[config.mk]
export PLATFORM = sky130hd
export DESIGN_NAME = cy_control_reg_v2
export DESIGN_NICKNAME = d
export VERILOG_FILES = /design/src/rtl/cy_control_reg_pkg.sv /design/src/rtl/cy_ctrl_pulse_bit.sv /design/src/rtl/cy_control_reg_v2.sv
export SDC_FILE = /design/constraint.sdc
export NUM_CORES = 1
export LEC_CHECK = 0
export BUFFER_PORTS_ARGS = -buffer_cell sky130_fd_sc_hd__buf_2
export CAP_MARGIN = 20
export CORE_AREA = 4 4 41 43
export DETAILED_ROUTE_END_ITERATION = 8
export DIE_AREA = 0 0 45 47
export GPL_ROUTABILITY_DRIVEN = 0
export GPL_TIMING_DRIVEN = 1
export PLACE_DENSITY_LB_ADDON = 0.15
export SLEW_MARGIN = 20
export SYNTH_ARGS = -nofsm -noshare
export SYNTH_HDL_FRONTEND = slang
export SYNTH_SLANG_ARGS = --single-unit
[constraint.sdc]
create_clock -name clock -period 0.95 [get_ports clock]
set_input_delay 0.19 -clock clock [delete_from_list [all_inputs] [get_ports clock]]
set_output_delay 0.19 -clock clock [all_outputs]
set_load 0.03 [all_outputs]
[src/rtl/cy_control_reg_pkg.sv]
// Shared constants, bit-mode type and parameter checking for the control register family.
// Every module that instantiates the register imports this package.
package cy_control_reg_pkg;

    localparam int unsigned CY_CTRL_MAX_WIDTH = 32;
    localparam int unsigned CY_CTRL_CNT_W     = 8;

    typedef enum logic {
        CY_CTRL_LEVEL = 1'b0,
        CY_CTRL_PULSE = 1'b1
    } cy_ctrl_mode_e;

    function automatic cy_ctrl_mode_e cy_ctrl_bit_mode(
        input logic [CY_CTRL_MAX_WIDTH-1:0] mask,
        input int unsigned                  idx
    );
        return mask[idx] ? CY_CTRL_PULSE : CY_CTRL_LEVEL;
    endfunction

endpackage

// Rejects out-of-range Width / PulseCycles at elaboration time.
`define CY_CTRL_CHECK_PARAMS(W, PC) \
    if (!((W) >= 1 && (W) <= CY_CTRL_MAX_WIDTH && (PC) >= 1 && (PC) <= 255)) begin : g_param_check \
        $error("cy_control_reg: illegal Width or PulseCycles"); \
    end

[src/rtl/cy_ctrl_pulse_bit.sv]
// One self-clearing strobe bit: an 8-bit down-counter reloaded by trig, active while nonzero.
// A trigger in any cycle, including the last active one, reloads the counter.
module cy_ctrl_pulse_bit
    import cy_control_reg_pkg::*;
#(
    parameter int unsigned PulseCycles = 1
) (
    input  logic clock,
    input  logic reset_n,
    input  logic trig,
    output logic active
);

    localparam logic [CY_CTRL_CNT_W-1:0] LOAD = CY_CTRL_CNT_W'(PulseCycles);

    logic [CY_CTRL_CNT_W-1:0] count;

    always_ff @(posedge clock or negedge reset_n) begin
        if (!reset_n) begin
            count <= '0;
        end else if (trig) begin
            count <= LOAD;
        end else if (count != '0) begin
            count <= count - CY_CTRL_CNT_W'(1);
        end
    end

    assign active = (count != '0);

endmodule

[src/rtl/cy_control_reg_v2.sv]
// Bus-written control register: per-bit LEVEL (stored) or PULSE (timed strobe) outputs,
// with masked writes, readback and a busy flag covering all active strobes.
module cy_control_reg_v2
    import cy_control_reg_pkg::*;
#(
    parameter int unsigned                  Width       = 8,
    parameter logic [CY_CTRL_MAX_WIDTH-1:0] PulseMask   = '0,
    parameter int unsigned                  PulseCycles = 1,
    parameter logic [CY_CTRL_MAX_WIDTH-1:0] InitValue   = '0
) (
    input  logic             clock,
    input  logic             reset_n,
    input  logic             wr_en,
    input  logic [Width-1:0] wr_data,
    input  logic [Width-1:0] wr_mask,
    output logic [Width-1:0] control,
    output logic [Width-1:0] rd_data,
    output logic             busy
);

    `CY_CTRL_CHECK_PARAMS(Width, PulseCycles)

    localparam logic [Width-1:0] PULSE_BITS = PulseMask[Width-1:0];

    logic [Width-1:0] level_q;
    logic [Width-1:0] level_we;
    logic [Width-1:0] pulse_act;

    // PULSE positions in level_q are held at 0 so the two vectors can simply be OR-ed.
    assign level_we = {Width{wr_en}} & wr_mask & ~PULSE_BITS;

    always_ff @(posedge clock or negedge reset_n) begin
        if (!reset_n) begin
            level_q <= InitValue[Width-1:0] & ~PULSE_BITS;
        end else begin
            level_q <= (level_q & ~level_we) | (wr_data & level_we);
        end
    end

    for (genvar i = 0; i < Width; i++) begin : g_bit
        if (cy_ctrl_bit_mode(PulseMask, i) == CY_CTRL_PULSE) begin : g_pulse
            cy_ctrl_pulse_bit #(
                .PulseCycles(PulseCycles)
            ) u_pulse (
                .clock  (clock),
                .reset_n(reset_n),
                .trig   (wr_en & wr_mask[i] & wr_data[i]),
                .active (pulse_act[i])
            );
        end else begin : g_level
            assign pulse_act[i] = 1'b0;
        end
    end

    assign control = level_q | pulse_act;
    assign rd_data = control;
    assign busy    = |pulse_act;

endmodule

==> results.md, run 1 <==
* Initial core utilization at 33.3%
* Drt total wl at 976 um
* # port buffers at 34
* Yosys Warn Count at 0
* Status: finished with violations
* Largest family of logic cells by synthesized area: multiplexers
* Antenna violations before repair at 0
* Total track usage at 9.58%
* Placed insts at 74
* Post-route cell area at 721 um^2
* Hold Path Class: primary input to flop
* Core ar. at 0.00130 mm^2
* Cell Pwr Density at 1860 mW/mm^2
* Crit path required time at 0.76 ns
* Syn Inst Count at 35
* Area Overhead vs Synth at 66.5%
* Nets at 90
* Worst-skew pair later-pin latency at 0.25 ns
* Non-filler instance count after layout at 84
* CTS Sinks at 8
* Min-delay src: wr_data[7]
* GR Overflow Total at 0
* Place WS at 0.0813 ns
* Worst r2r path cells at 2
* Family with the most delay on the worst path: flip-flops
* Setup CP Type: flop to output port
* Avg WL per Cell at 11.6 um
* TritonCTS clock tree: built
* CTS Buffer Depth at 2
* Synth Net Count at 54
* Violated checks: negative setup slack
* # DRC at 0
* Endpoints failing setup at 16
* Seq cells post-synth at 8
* Minimum clock period at 1.01 ns
* CP endpoint kind: output port
* Placement Cell Area at 543 um^2
* Final WS setup at -0.0587 ns
* RSZ-0062 raised after global routing: true
* Simple logic cell fraction of the synthesized area at 6.94%
* Row count at 13
* Syn Area/Cell at 12.4 um^2
* IO Pins at 36
* DIE HEIGHT at 47 um
* Max VDD drop at 722 uV
* Reg clk slew, reported paths at 0.05 ns
* CP bufs+invs at 1
* Critical path data arrival time at 0.82 ns
* Adder-Cell Fraction of Synth Area at 0%
* DR vias/cell at 4.08
* Share of cells above drive strength 1 at 73.9%
* Crit start category: flop
* Antenna viol nets, final at 0
* N_diodes at 0
* Global-route wire length before repair at 1300 um
* Post-synthesis mux area share at 27.7%
* Hold Path Stages at 2
* H-tree depth at 1
* Final Slew Violations at 0
* Slowest cell on crit path: dfrtp_1
* First-pass DRT Iterations at 1
* Leak Pwr at 0.400 nW
* Detailed router's first-iteration violation count at 0
* Full die area at 0.00212 mm^2
* Root buf cell: clkbuf_4
* CTS Buf Count at 3
* Total of fill cells in the finished design at 132
* Final Cycle Share at 106%
* Total Power at 0.00134 W
* Post-synthesis sequential area ratio at 46.2%
* Via Count at 343
* Final hold vios at 0
* Die Wd at 45 um
* Worst path max stage delay at 0.42 ns
* FMAX at 991 MHz
* Max Cap Viol at 0
* Crit-path cells: buf_6
* Synth Area in Compound Gates at 0%
* Largest net degree at the start of global routing at 9
* Flop2flop setup slack at 0.02 ns
* Post-synthesis instance area at 433 um^2
* Synth unique cells at 6
* Total negative slack at -0.810 ns
* Worst Path Max Fanout at 3
* Setup Skew at 0 ns
* Vias in the first global route at 303
* Post-synthesis xor/xnor area fraction at 0%
==> timing repair <==
| action | 4_1_cts | 5_1_grt |
|---|---|---|
| pin swaps | 0 | 0 |
| buffers inserted | 5 | 1 |
| endpoints found under the setup margin | 16 | 16 |
| resized for setup | 24 | 8 |
| hold buffers | 1 | 0 |
| hold endpoints to repair | 8 | 0 |
==> how the worst max path moves through the flow <==
stage	startpoint	endpoint	depth (start not counted)
2_1_floorplan	flop	rd_data[0]	1
3_3_place_gp	wr_en	flop	3
3_5_place_dp	wr_en	flop	3
4_1_cts	flop	control[1]	1
5_1_grt	flop	control[2]	1
6_report	flop	control[2]	1
==> layout make-up <==
class	count	area [um^2]	area share [%]
clock buffer	3	22.5	3.13
multi-input combinational	17	154	21.4
sequential	8	200	27.8
tap	15	18.8	2.60
timing repair buffer	41	325	45.1
==> report_power, final <==
part	total, W	internal [W]	switching, W
combinational	0.000636	0.000332	0.000304
clock	0.000255	0.000144	0.000111
sequential	0.000451	0.000392	0.0000594
total	0.00134	0.000868	0.000475
==> through the flow <==
step,hold WS [ns],util (%)
after floorplan,-0.106,-
after global placement,0.0398,41.7
after detailed placement,0.0387,41.7
after CTS,0.157,52.5
after global routing,0.155,55.4
final,0.169,55.4
==> cell usage after synthesis <==
master	instances	area, um^2
buf_4	9	67.6
buf_6	1	11.3
conb_1	1	3.75
dfrtp_1	8	200
mux2_4	8	120
nand2_1	8	30.0
==> per-layer routing <==
metal | GRT usage [%] | up-vias | routed length [um]
met1 | 11.5 | 151 | 359
met4 | 7.02 | 0 | 0
met5 | 0 | - | 0
li1 | - | 171 | -
met3 | 4.60 | 0 | 115
met2 | 13.3 | 21 | 501
==> layout by cell type, fill, tap and decap left out <==
| master | synthesis | layout |
|---|---|---|
| buf_2 | 0 | 18 |
| buf_6 | 1 | 16 |
| nand2_1 | 8 | 8 |
| mux2_4 | 8 | 8 |
| dfrtp_1 | 8 | 8 |
| buf_4 | 9 | 6 |
| clkbuf_4 | 0 | 3 |
| conb_1 | 1 | 1 |
| dlygate4sd3_1 | 0 | 1 |
==> cells by family (layout without fill, tap and decap cells) <==
group	count (synthesis)	count (layout)
buf+inv	10	44
flops	8	8
mux	8	8
other cells	1	1
simple gates	8	8
(Power assumes the default switching activity.)
==> run 2: changes to the inputs <==
Settings changed: CTS_CLUSTER_DIAMETER set to 200, TNS_END_PERCENT set to 20.
==> results.md, run 2 (same netlist as run 1, synthesis figures left out) <==
* Root buf cell: clkbuf_4
* Commonest cells after routing, fill and taps aside: 20 x buf_2, 10 x buf_6, 8 x nand2_1, 8 x mux2_4, 8 x dfrtp_1
* Setup Skew at 0 ns (unchanged)
* Detailed router's first-iteration violation count at 0 (unchanged)
* # DRC at 0 (unchanged)
* Max VDD drop at 716 uV (-0.82%)
* DIE HEIGHT at 47 um (unchanged)
* Final hold slack at 0.169 ns (+0.000649 ns)
* CP endpoint kind: output port
* CP bufs+invs at 1 (unchanged)
* Family with the most delay on the worst path: flip-flops
* GR Overflow Total at 0 (unchanged)
* Via Count at 334 (-2.6%)
* Share of cells above drive strength 1 at 72.7% (-1.2 points)
* RSZ-0062 raised after global routing: true
* CTS Sinks at 8 (unchanged)
* Setup CP Type: flop to output port
* Avg WL per Cell at 11.3 um (-2.9%)
* Worst Path Max Fanout at 3 (unchanged)
* First-pass DRT Iterations at 1 (unchanged)
* Max Cap Viol at 0 (unchanged)
* Worst path max stage delay at 0.39 ns (-0.03 ns)
* Largest net degree at the start of global routing at 9 (unchanged)
* Initial core utilization at 33.3% (unchanged)
* Crit start category: flop
* Worst r2r path cells at 2 (unchanged)
* Flop2flop setup slack at 0.03 ns (about the same)
* Global-route wire length before repair at 1150 um (-11%)
* Final hold vios at 0 (unchanged)
* Vias in the first global route at 272 (-10%)
* Reg clk slew, reported paths at 0.05 ns (about the same)
* Crit. path cell count at 1 (unchanged)
* FMAX at 992 MHz (about the same)
* Non-filler instance count after layout at 81 (-3.6%)
* Full die area at 0.00212 mm^2 (unchanged)
* Cell Pwr Density at 1890 mW/mm^2 (+1.7%)
* Critical path data arrival time at 0.82 ns (about the same)
* Placed insts at 74 (unchanged)
* Leak Pwr at 0.377 nW (-5.9%)
* Total track usage at 8.62% (-0.97 points)
* Final Cycle Share at 106% (about the same)
* Worst-skew pair later-pin latency at 0.24 ns (about the same)
* Slowest cell on crit path: dfrtp_1
* Hold Path Class: primary input to flop
* Row count at 13 (unchanged)
* Most common cell after layout, fill and taps aside: buf_2
* # port buffers at 34 (unchanged)
* Violated checks: negative setup slack
* H-tree depth at 1 (unchanged)
* Antenna violations before repair at 0 (unchanged)
* IO Pins at 36 (unchanged)
* Crit path required time at 0.76 ns (about the same)
* CTS Buf Count at 3 (unchanged)
* Die Wd at 45 um (unchanged)
* Antenna viol nets, final at 0 (unchanged)
* N_diodes at 0 (unchanged)
* TritonCTS clock tree: built
* Hold Path Stages at 2 (unchanged)
* Final WS setup at -0.0584 ns (+0.000363 ns)
* Status: finished with violations
* Area Overhead vs Synth at 54.9%
* CTS Buffer Depth at 2 (unchanged)
* Minimum clock period at 1.01 ns (-0.000363 ns)
* Crit-path cells: buf_2
* Final Slew Violations at 0 (unchanged)
* Core ar. at 0.00130 mm^2 (unchanged)
* Drt total wl at 914 um (-6.4%)
* Nets at 87 (-3.3%)
* DR vias/cell at 4.12 (+0.98%)
* Endpoints failing setup at 16 (unchanged)
-- run 2: changes by cell type in the layout (fill, tap and decap cells not counted) --
cell   change
buf_2      +2
buf_4      +1
buf_6      -6
-- run 2: per-layer routing --
| layer | vias up | global-route usage [%] | routed length [um] |
|---|---|---|---|
| li1 | 165 | - | - |
| met1 | 148 | 9.84 | 317 |
| met2 | 21 | 11.9 | 483 |
| met3 | 0 | 4.60 | 113 |
| met4 | 0 | 7.02 | 0 |
| met5 | - | 0 | 0 |
-- run 2: timing repair --
action                                 in CTS  in global routing
endpoints found under the hold margin       8                  0
hold buffers                                1                  0
pin swaps                                   0                  0
setup endpoints to repair                  16                 16
resized for setup                          19                  5
buffers inserted                            2                  1
-- run 2: final timing paths --
check / startpoint / endpoint
min: wr_data[4] / flop
max reg2reg: flop / flop
max: flop / control[3]
max in group asynchronous: reset_n / async pin
min in group asynchronous: reset_n / async pin
min reg2reg: flop / flop
-- run 2: power breakdown --
group,switching [W],internal [W]
registers,0.0000515,0.000392
clock network,0.000106,0.000144
logic,0.000297,0.000280
-- run 2: worst reg2reg max path: cells and delay by family (launching register included) --
kind	cells	cell delay, ns
buf+inv	1	0.15
mux	1	0.25
flops	1	0.41
-- run 2: area by class of cell --
class / instances / area [um^2]
tap: 15 / 18.8
sequential: 8 / 200
multi-input combinational: 17 / 154
fill: 134 / 631
timing repair buffer: 38 / 275
clock buffer: 3 / 22.5
-- run 2: per-stage QoR --
| step | instance area [um^2] | util, % | setup TNS [ns] | worst slack, ns | total power (W) |
|---|---|---|---|---|---|
| final | 671 | 51.5 | -0.790 | -0.0584 | 0.00127 |
| after floorplan | 433 | - | 0 | 0.0392 | 0.000820 |
| after global routing | 671 | 51.5 | -1.46 | -0.107 | 0.00135 |
| after CTS | 644 | 49.5 | -1.12 | -0.0749 | 0.00126 |
| after detailed placement | 543 | 41.7 | 0 | 0.0813 | 0.000899 |
| after global placement | 543 | 41.7 | 0 | 0.102 | 0.000893 |
